**src/rtl/uart_stream_bridge.sv**
```systemverilog
// Buffered RX-to-TX stream bridge: FIFO with enqueue transform, hold mode, backpressure or drop-on-full.
// Optional traffic statistics are compiled in with the UART_BRIDGE_STATS_EN macro.
module uart_stream_bridge #(
    parameter int DATA_W       = 8,
    parameter int DEPTH        = 16,
    parameter int DROP_ON_FULL = 0
) (
    input  logic                       clk,
    input  logic                       rst_n,
    input  logic [1:0]                 mode,
    input  logic                       flush,
    input  logic                       in_valid,
    input  logic [DATA_W-1:0]          in_data,
    output logic                       in_ready,
    output logic                       out_valid,
    output logic [DATA_W-1:0]          out_data,
    input  logic                       out_ready,
    output logic [$clog2(DEPTH+1)-1:0] count,
    output logic                       full,
    output logic                       empty,
    input  logic                       stat_clr,
    output logic [15:0]                stat_words,
    output logic [15:0]                stat_drops
);

    localparam int PTR_W = $clog2(DEPTH);
    localparam int CNT_W = $clog2(DEPTH + 1);
    localparam logic [CNT_W-1:0] FULL_CNT = CNT_W'(DEPTH);

    function automatic logic [DATA_W-1:0] xform(input logic [1:0] m, input logic [DATA_W-1:0] d);
        case (m)
            2'b01:   return ~d;
            2'b10:   return d + DATA_W'(1);
            default: return d;
        endcase
    endfunction

    function automatic logic [15:0] sat_inc(input logic [15:0] v);
        return (v == 16'hFFFF) ? v : v + 16'd1;
    endfunction

    logic [DATA_W-1:0] mem_q [DEPTH];
    logic [PTR_W-1:0]  wr_ptr_q, wr_ptr_d;
    logic [PTR_W-1:0]  rd_ptr_q, rd_ptr_d;
    logic [CNT_W-1:0]  count_q, count_d;
    logic              full_q, full_d;
    logic              empty_q, empty_d;
    logic              push, pop, drop;

    assign in_ready  = (DROP_ON_FULL != 0) ? rst_n : (!full_q && !flush && rst_n);
    assign push      = in_valid && in_ready && !flush && !full_q;
    assign out_valid = !empty_q && (mode != 2'b11);
    assign pop       = out_valid && out_ready && !flush;
    // Only the drop-on-full variant discards; flushing cycles never count as drops.
    assign drop      = (DROP_ON_FULL != 0) && in_valid && full_q && !flush && rst_n;

    assign out_data = empty_q ? '0 : mem_q[rd_ptr_q];
    assign count    = count_q;
    assign full     = full_q;
    assign empty    = empty_q;

    always_comb begin
        wr_ptr_d = wr_ptr_q;
        rd_ptr_d = rd_ptr_q;
        count_d  = count_q;
        if (flush) begin
            wr_ptr_d = '0;
            rd_ptr_d = '0;
            count_d  = '0;
        end else begin
            if (push) wr_ptr_d = wr_ptr_q + PTR_W'(1);
            if (pop)  rd_ptr_d = rd_ptr_q + PTR_W'(1);
            case ({push, pop})
                2'b10:   count_d = count_q + CNT_W'(1);
                2'b01:   count_d = count_q - CNT_W'(1);
                default: count_d = count_q;
            endcase
        end
        full_d  = (count_d == FULL_CNT);
        empty_d = (count_d == '0);
    end

    always_ff @(posedge clk) begin
        if (!rst_n) begin
            wr_ptr_q <= '0;
            rd_ptr_q <= '0;
            count_q  <= '0;
            full_q   <= 1'b0;
            empty_q  <= 1'b1;
        end else begin
            wr_ptr_q <= wr_ptr_d;
            rd_ptr_q <= rd_ptr_d;
            count_q  <= count_d;
            full_q   <= full_d;
            empty_q  <= empty_d;
        end
    end

    // Storage carries no reset; out_data is masked to zero while empty.
    always_ff @(posedge clk) begin
        if (push) mem_q[wr_ptr_q] <= xform(mode, in_data);
    end

`ifdef UART_BRIDGE_STATS_EN
    logic [15:0] stat_words_q, stat_words_d;
    logic [15:0] stat_drops_q, stat_drops_d;

    always_comb begin
        stat_words_d = stat_words_q;
        stat_drops_d = stat_drops_q;
        if (stat_clr) begin
            stat_words_d = '0;
            stat_drops_d = '0;
        end else begin
            if (pop)  stat_words_d = sat_inc(stat_words_q);
            if (drop) stat_drops_d = sat_inc(stat_drops_q);
        end
    end

    always_ff @(posedge clk) begin
        if (!rst_n) begin
            stat_words_q <= '0;
            stat_drops_q <= '0;
        end else begin
            stat_words_q <= stat_words_d;
            stat_drops_q <= stat_drops_d;
        end
    end

    assign stat_words = stat_words_q;
    assign stat_drops = stat_drops_q;
`else
    logic unused_stat;
    assign unused_stat = stat_clr ^ drop ^ (sat_inc(16'd0) == 16'd0);
    assign stat_words  = '0;
    assign stat_drops  = '0;
`endif

endmodule

```
**config.mk**
```make
export PLATFORM = sky130hd
export DESIGN_NAME = uart_stream_bridge
export DESIGN_NICKNAME = d
export VERILOG_FILES = /design/src/rtl/uart_stream_bridge.sv
export SDC_FILE = /design/constraint.sdc
export NUM_CORES = 1
export LEC_CHECK = 0
export BUFFER_PORTS_ARGS = -buffer_cell sky130_fd_sc_hd__buf_2
export CAP_MARGIN = 20
export CORE_MARGIN = 2
export CORE_UTILIZATION = 53
export DETAILED_ROUTE_END_ITERATION = 10
export GPL_TIMING_DRIVEN = 0
export PLACE_DENSITY = 0.76
export SKIP_LAST_GASP = 1
export SYNTH_ARGS = -nofsm -noshare
export SYNTH_HDL_FRONTEND = slang
export SYNTH_SLANG_ARGS = --single-unit
export TNS_END_PERCENT = 50
```
**constraint.sdc**
```tcl
create_clock -name clk -period 2.8 [get_ports clk]
set_input_delay 0.14 -clock clk [delete_from_list [all_inputs] [get_ports clk]]
set_output_delay 0.14 -clock clk [all_outputs]
set_load 0.02 [all_outputs]
```
==> flow_summary.json, run 1 <==
{
  "cts.clk_slew.worst_paths_ns": 0.06,
  "cts_tree": "yes",
  "maxSlewViolCount": 0,
  "worst_pin_slew_ns": 1.02,
  "die-area_um2": 12900,
  "synth_flop_cell": "edfxtp_1",
  "syn_area_per_cell_um2": 16.5,
  "p_per_area_nw_per_um2": 688,
  "vias": 3514,
  "endpoint_kind": "output pin",
  "reg2reg_from": "full",
  "die_w_um": 113,
  "rows": 39,
  "hold_viol": 0,
  "ant_nets": 0,
  "holdCritPathClass": "in -> reg",
  "grt_max_degree": 17,
  "post-place-ws_ns": -0.383,
  "cts_hold_buf": 0,
  "numCtsBuffers": 17,
  "antenna_found_initial": 0,
  "dieHeight_um": 113,
  "slew_headroom_pct": 31.7,
  "clockBufferDepth": 2,
  "fin_ws_ns": 0.0910,
  "instances_no_fill": 632,
  "drc": 0,
  "async_flop_share_pct": 0,
  "worstPathCellList": "buf_2 -> buf_4 -> mux4_2 -> mux4_2 -> nor2b_1 -> buf_2",
  "min_period_ns": 2.71,
  "nets": 504,
  "outcome": "completed",
  "cpPeakStageDelay_ns": 0.57,
  "critPathBufInv": 3,
  "worstPathArrival_ns": 2.57,
  "drt_iter0_markers": 351,
  "hpwl_mm": 8.48,
  "port_buffers": 31,
  "yosys.area_share.adder_pct": 2.37,
  "hold_path_end": "mem_q[14][2]",
  "core_area_um2": 11600,
  "io_pins": 65,
  "critPathLaunchType": "register",
  "synth_mux_area_share_pct": 14.8,
  "reg2reg_depth": 10,
  "final_util_pct": 65.7,
  "synth_xor_xnor_area_share_pct": 1.52,
  "cts.htree.levels": 4,
  "power.leakage_nw": 2.75,
  "required_ns": 2.66,
  "routed_wl_mm": 12.7,
  "hold_slack_ns": 0.109,
  "irDropWorstVdd_uv": 356,
  "r2r_setup_slack_ns": 0.18,
  "firstDrtPassIters": 4,
  "synth_seq_cells": 147,
  "path_delay_family": "multiplexers",
  "maxCapViolations": 0,
  "grtUsageTotal_pct": 21.1,
  "setup_viol": 0,
  "synth_warnings": 0,
  "syn2layout_area_growth_pct": 19.8,
  "cts_num_sinks": 147,
  "placedCellCount": 596,
  "final_cell_mix": "edfxtp_1, buf_4, mux4_2, nor2_1, buf_2",
  "worstPathMaxFanout": 10,
  "diodes": 0,
  "initial_utilization_pct": 54.9,
  "holdPathStages": 2,
  "final_common_cell": "edfxtp_1",
  "overflow": 0,
  "syn_inst": 385,
  "gp_congestion": 0.774,
  "grt_setup_unrepaired": "true",
  "timing.final.crit_share_pct": 96.8,
  "slowest_stage": "mux4_2",
  "critPathKind": "reg -> out",
  "grt_pass1_vias": 3436,
  "syn-cell-area_um2": 6340,
  "timing.rr.end": "full",
  "yosys.area_share.simple_pct": 6.21,
  "viasPerCell": 5.56,
  "seq_area_frac_synth_pct": 66.6,
  "worstHoldStart": "in_data[2]",
  "synth-compound-area-share_pct": 2.92,
  "synth_top_family_by_area": "multiplexers",
  "fmax_mhz": 369,
  "wl_per_cell_um": 20.1,
  "grt_pass1_wl_mm": 19.5,
  "drive_gt1_share_pct": 32.7,
  "skew_ns": 0.00999,
  "worstSkewPairLatency_ns": 0.42,
  "synth.distinct_cells": 35,
  "synth_edf_count": 128,
  "cts_root_buf": "clkbuf_16"
}
## sequential cells by signal, summed over array words and instances, names as in the netlist, named ones only
signal	flops
mem_q	128
wr_ptr_q	4
full	1
count	5
empty	1
rd_ptr_q	4
## cells by family (layout without fill, tap and decap cells)
kind of cell	after synthesis	count (layout)
and+or+nand+nor	83	83
adders and majority gates	12	12
buffers and inverters	58	131
DFF	147	147
other	1	32
xor gates and xnor gates	11	11
muxes	44	44
AOI/OAI and AO/OA	29	29
## how the worst max path moves through the flow
stage             endpoint  slack, ns  cells past startpoint
3_5_place_dp          full      -0.38                     14
2_1_floorplan        empty       0.11                     11
4_1_cts               full       0.01                     10
5_1_grt               full      -0.02                     10
6_report       out_data[0]       0.09                      6
3_3_place_gp          full      -0.34                     14
## final cells by class
| class | instances | area [µm²] |
|---|---|---|
| Inverter | 7 | 26.3 |
| Fill cell | 791 | 3970 |
| Multi-Input combinational cell | 211 | 1940 |
| Buffer | 50 | 328 |
| Clock buffer | 20 | 437 |
| Timing Repair Buffer | 42 | 235 |
| Sequential cell | 147 | 4230 |
| Tap cell | 143 | 179 |
| Clock inverter | 12 | 225 |
## repair_timing
action | 4_1_cts | 5_1_grt
endpoints found under the setup margin | 12 | 8
gates resized for setup | 6 | 4
hold endpoints to repair | 0 | 0
setup buffers | 1 | 0
pin swaps | 1 | 0
## synth_stat cells (5+ instances only)
master | number | area share, %
buf_4 | 35 | 4.1
o31ai_1 | 6 | 0.71
buf_1 | 5 | 0.30
o21ai_0 | 7 | 0.55
mux4_2 | 40 | 14
inv_1 | 7 | 0.41
a21oi_1 | 8 | 0.63
nor2b_1 | 11 | 1.1
nand2_1 | 14 | 0.83
nor3_1 | 7 | 0.55
xor2_1 | 7 | 0.97
nor2_1 | 36 | 2.1
ha_1 | 12 | 2.4
edfxtp_1 | 128 | 61
dfxtp_1 | 19 | 6.0
clkbuf_1 | 10 | 0.59
## metrics by stage
step	TNS, ns	total power (W)	cell area, µm²
5_1_grt	-0.0316	0.00536	7600
2_1_floorplan	0	0.00264	6470
3_5_place_dp	-1.15	0.00272	6870
4_1_cts	0	0.00522	7550
6_report	0	0.00523	7600
3_3_place_gp	-1.62	0.00270	6800
## where the power goes
group          switching (W)  internal [W]  leakage [nW]  total (W)
logic               0.000170     0.0000909          1.12   0.000261
clock network       0.000861       0.00168         0.323    0.00254
registers         0.00000470       0.00242          1.31    0.00243
## metal layers
metal  vias to the layer above  part of all wire, %  GRT usage (%)
li1                       1601                    -              -
met1                      1745                   39           26.7
met2                       150                   52           36.7
met3                        18                  7.4           5.26
met4                         0                  1.6           5.61
met5                         -                    0              0
No activity file was read; power rests on OpenSTA's default activity.
==> inputs of run 2 (changes only) <==
==> constraint.sdc (replaced) <==
create_clock -name clk -period 2.8 [get_ports clk]
set_input_delay 0.28 -clock clk [delete_from_list [all_inputs] [get_ports clk]]
set_output_delay 0.28 -clock clk [all_outputs]
set_load 0.02 [all_outputs]
==> flow_summary.json, run 2 (same netlist as run 1, synthesis figures left out) <==
{
  "setup_viol": 0,
  "holdCritPathClass": "in -> reg",
  "worstPathMaxFanout": 10,
  "hpwl_mm": 8.48,
  "grt_max_degree": 17,
  "maxSlewViolCount": 0,
  "grtUsageTotal_pct": 21.2,
  "hold_slack_ns": 0.248,
  "firstDrtPassIters": 4,
  "viasPerCell": 5.49,
  "dieHeight_um": 113,
  "diodes": 0,
  "cts_num_sinks": 147,
  "syn2layout_area_growth_pct": 20.9,
  "initial_utilization_pct": 54.9,
  "instances_no_fill": 635,
  "core_area_um2": 11600,
  "die-area_um2": 12900,
  "drt_iter0_markers": 290,
  "port_buffers": 31,
  "seq_power_share_pct": 46.4,
  "pwr-share-clk_pct": 48.5,
  "setup-tns-final_ns": 0,
  "power.leakage_nw": 2.78,
  "top_register": "mem_q",
  "antenna_found_initial": 0,
  "fin_ws_ns": 0.0423,
  "worstSkewPairLatency_ns": 0.41,
  "cts.htree.levels": 4,
  "ant_nets": 0,
  "required_ns": 2.52,
  "worstPathArrival_ns": 2.48,
  "die_w_um": 113,
  "io_pins": 65,
  "slew_headroom_pct": 32.3,
  "irDropWorstVdd_uv": 343,
  "post-place-ws_ns": -0.523,
  "overflow": 0,
  "grt_pass1_wl_mm": 19.6,
  "p_switching_w": 0.00103,
  "fillCellCount": 779,
  "comb_power_share_pct": 5.0,
  "rows": 39,
  "placedCellCount": 596,
  "grt_setup_unrepaired": "true",
  "outcome": "completed",
  "cts_root_buf": "clkbuf_16",
  "wl_per_cell_um": 20.3,
  "final_common_cell": "edfxtp_1",
  "swShare_pct": 19.8,
  "timing.final.crit_share_pct": 98.5,
  "critPathKind": "reg -> out",
  "p_per_area_nw_per_um2": 681,
  "maxCapViolations": 0,
  "routed_wl_mm": 12.9,
  "fmax_mhz": 363,
  "cts.clk_slew.worst_paths_ns": 0.06,
  "final_cell_mix": "edfxtp_1, buf_4, mux4_2, nor2_1, buf_2",
  "grt_pass1_vias": 3451,
  "hold_viol": 0,
  "largest_reg_flops": 128,
  "clockBufferDepth": 2,
  "endpoint_kind": "output pin",
  "min_period_ns": 2.76,
  "skew_ns": 0.0107,
  "drive_gt1_share_pct": 33.1,
  "critPathLaunchType": "register",
  "gp_congestion": 0.774,
  "numCtsBuffers": 17,
  "internal-power_w": 0.00419,
  "drc": 0,
  "cts_tree": "yes",
  "worst_pin_slew_ns": 1.01,
  "nets": 507,
  "vias": 3487
}
## run 2: changes by cell type in the layout (fill, tap and decap cells not counted), sizes merged
| cell | delta |
|---|---|
| clkbuf | +2 |
| buf | +1 |
## run 2: layout make-up
type                            count  area [µm²]  area share (%)
Buffer                             50         360            4.70
Inverter                            7        26.3           0.342
Timing Repair Buffer               45         275            3.59
Clock inverter                     12         225            2.94
Tap cell                          143         179            2.33
Clock buffer                       20         437            5.69
Multi-Input combinational cell    211        1940            25.3
Sequential cell                   147        4230            55.1
## run 2: final timing paths
| path | end | cells after the start | from | slack, ns |
|---|---|---|---|---|
| setup / recovery | out_data[0] | 6 | register | 0.04 |
| hold / removal | mem_q[15][3] | 2 | in_data[3] | 0.25 |
| setup reg to reg | full | 10 | empty | 0.18 |
| hold reg to reg | register | 2 | rd_ptr_q[3] | 0.55 |
## run 2: power by group through the flow
stage	Combinational, W	Sequential (W)	Clock [W]
floorplan	0.000168	0.00247	0
detailed placement	0.000247	0.00247	0
CTS	0.000249	0.00243	0.00255
global route	0.000288	0.00243	0.00265
finish	0.000264	0.00243	0.00254
global placement	0.000223	0.00247	0
## run 2: layer usage
metal / global-route usage (%) / vias up / share of wire (%)
li1: - / 1606 / -
met5: 0 / - / 0
met1: 27.2 / 1754 / 39
met4: 5.85 / 0 / 0.73
met3: 5.26 / 15 / 7.2
met2: 36.4 / 112 / 53
## run 2: metrics by stage
step                total power (W)  instance area (µm²)  util (%)
floorplan                   0.00264                 6470         -
global placement            0.00270                 6800      58.8
detailed placement          0.00272                 6870      59.4
CTS                         0.00522                 7580      65.5
global route                0.00536                 7670      66.3
finish                      0.00523                 7670      66.3
## run 2: critical path: stages (launching register included)
cell,delay (ns)
dfxtp_1,0.33
buf_6,0.17
buf_8,0.19
mux4_2,0.55
mux4_2,0.50
nor2b_1,0.15
buf_2,0.17
## run 2: timing repair
item                       4_1_cts  5_1_grt
setup endpoints to repair       12        9
resized for setup               14        5
hold buffers                     0        0
buffers inserted                 1        2
pin swaps                        1        1
gates cloned                     0        1
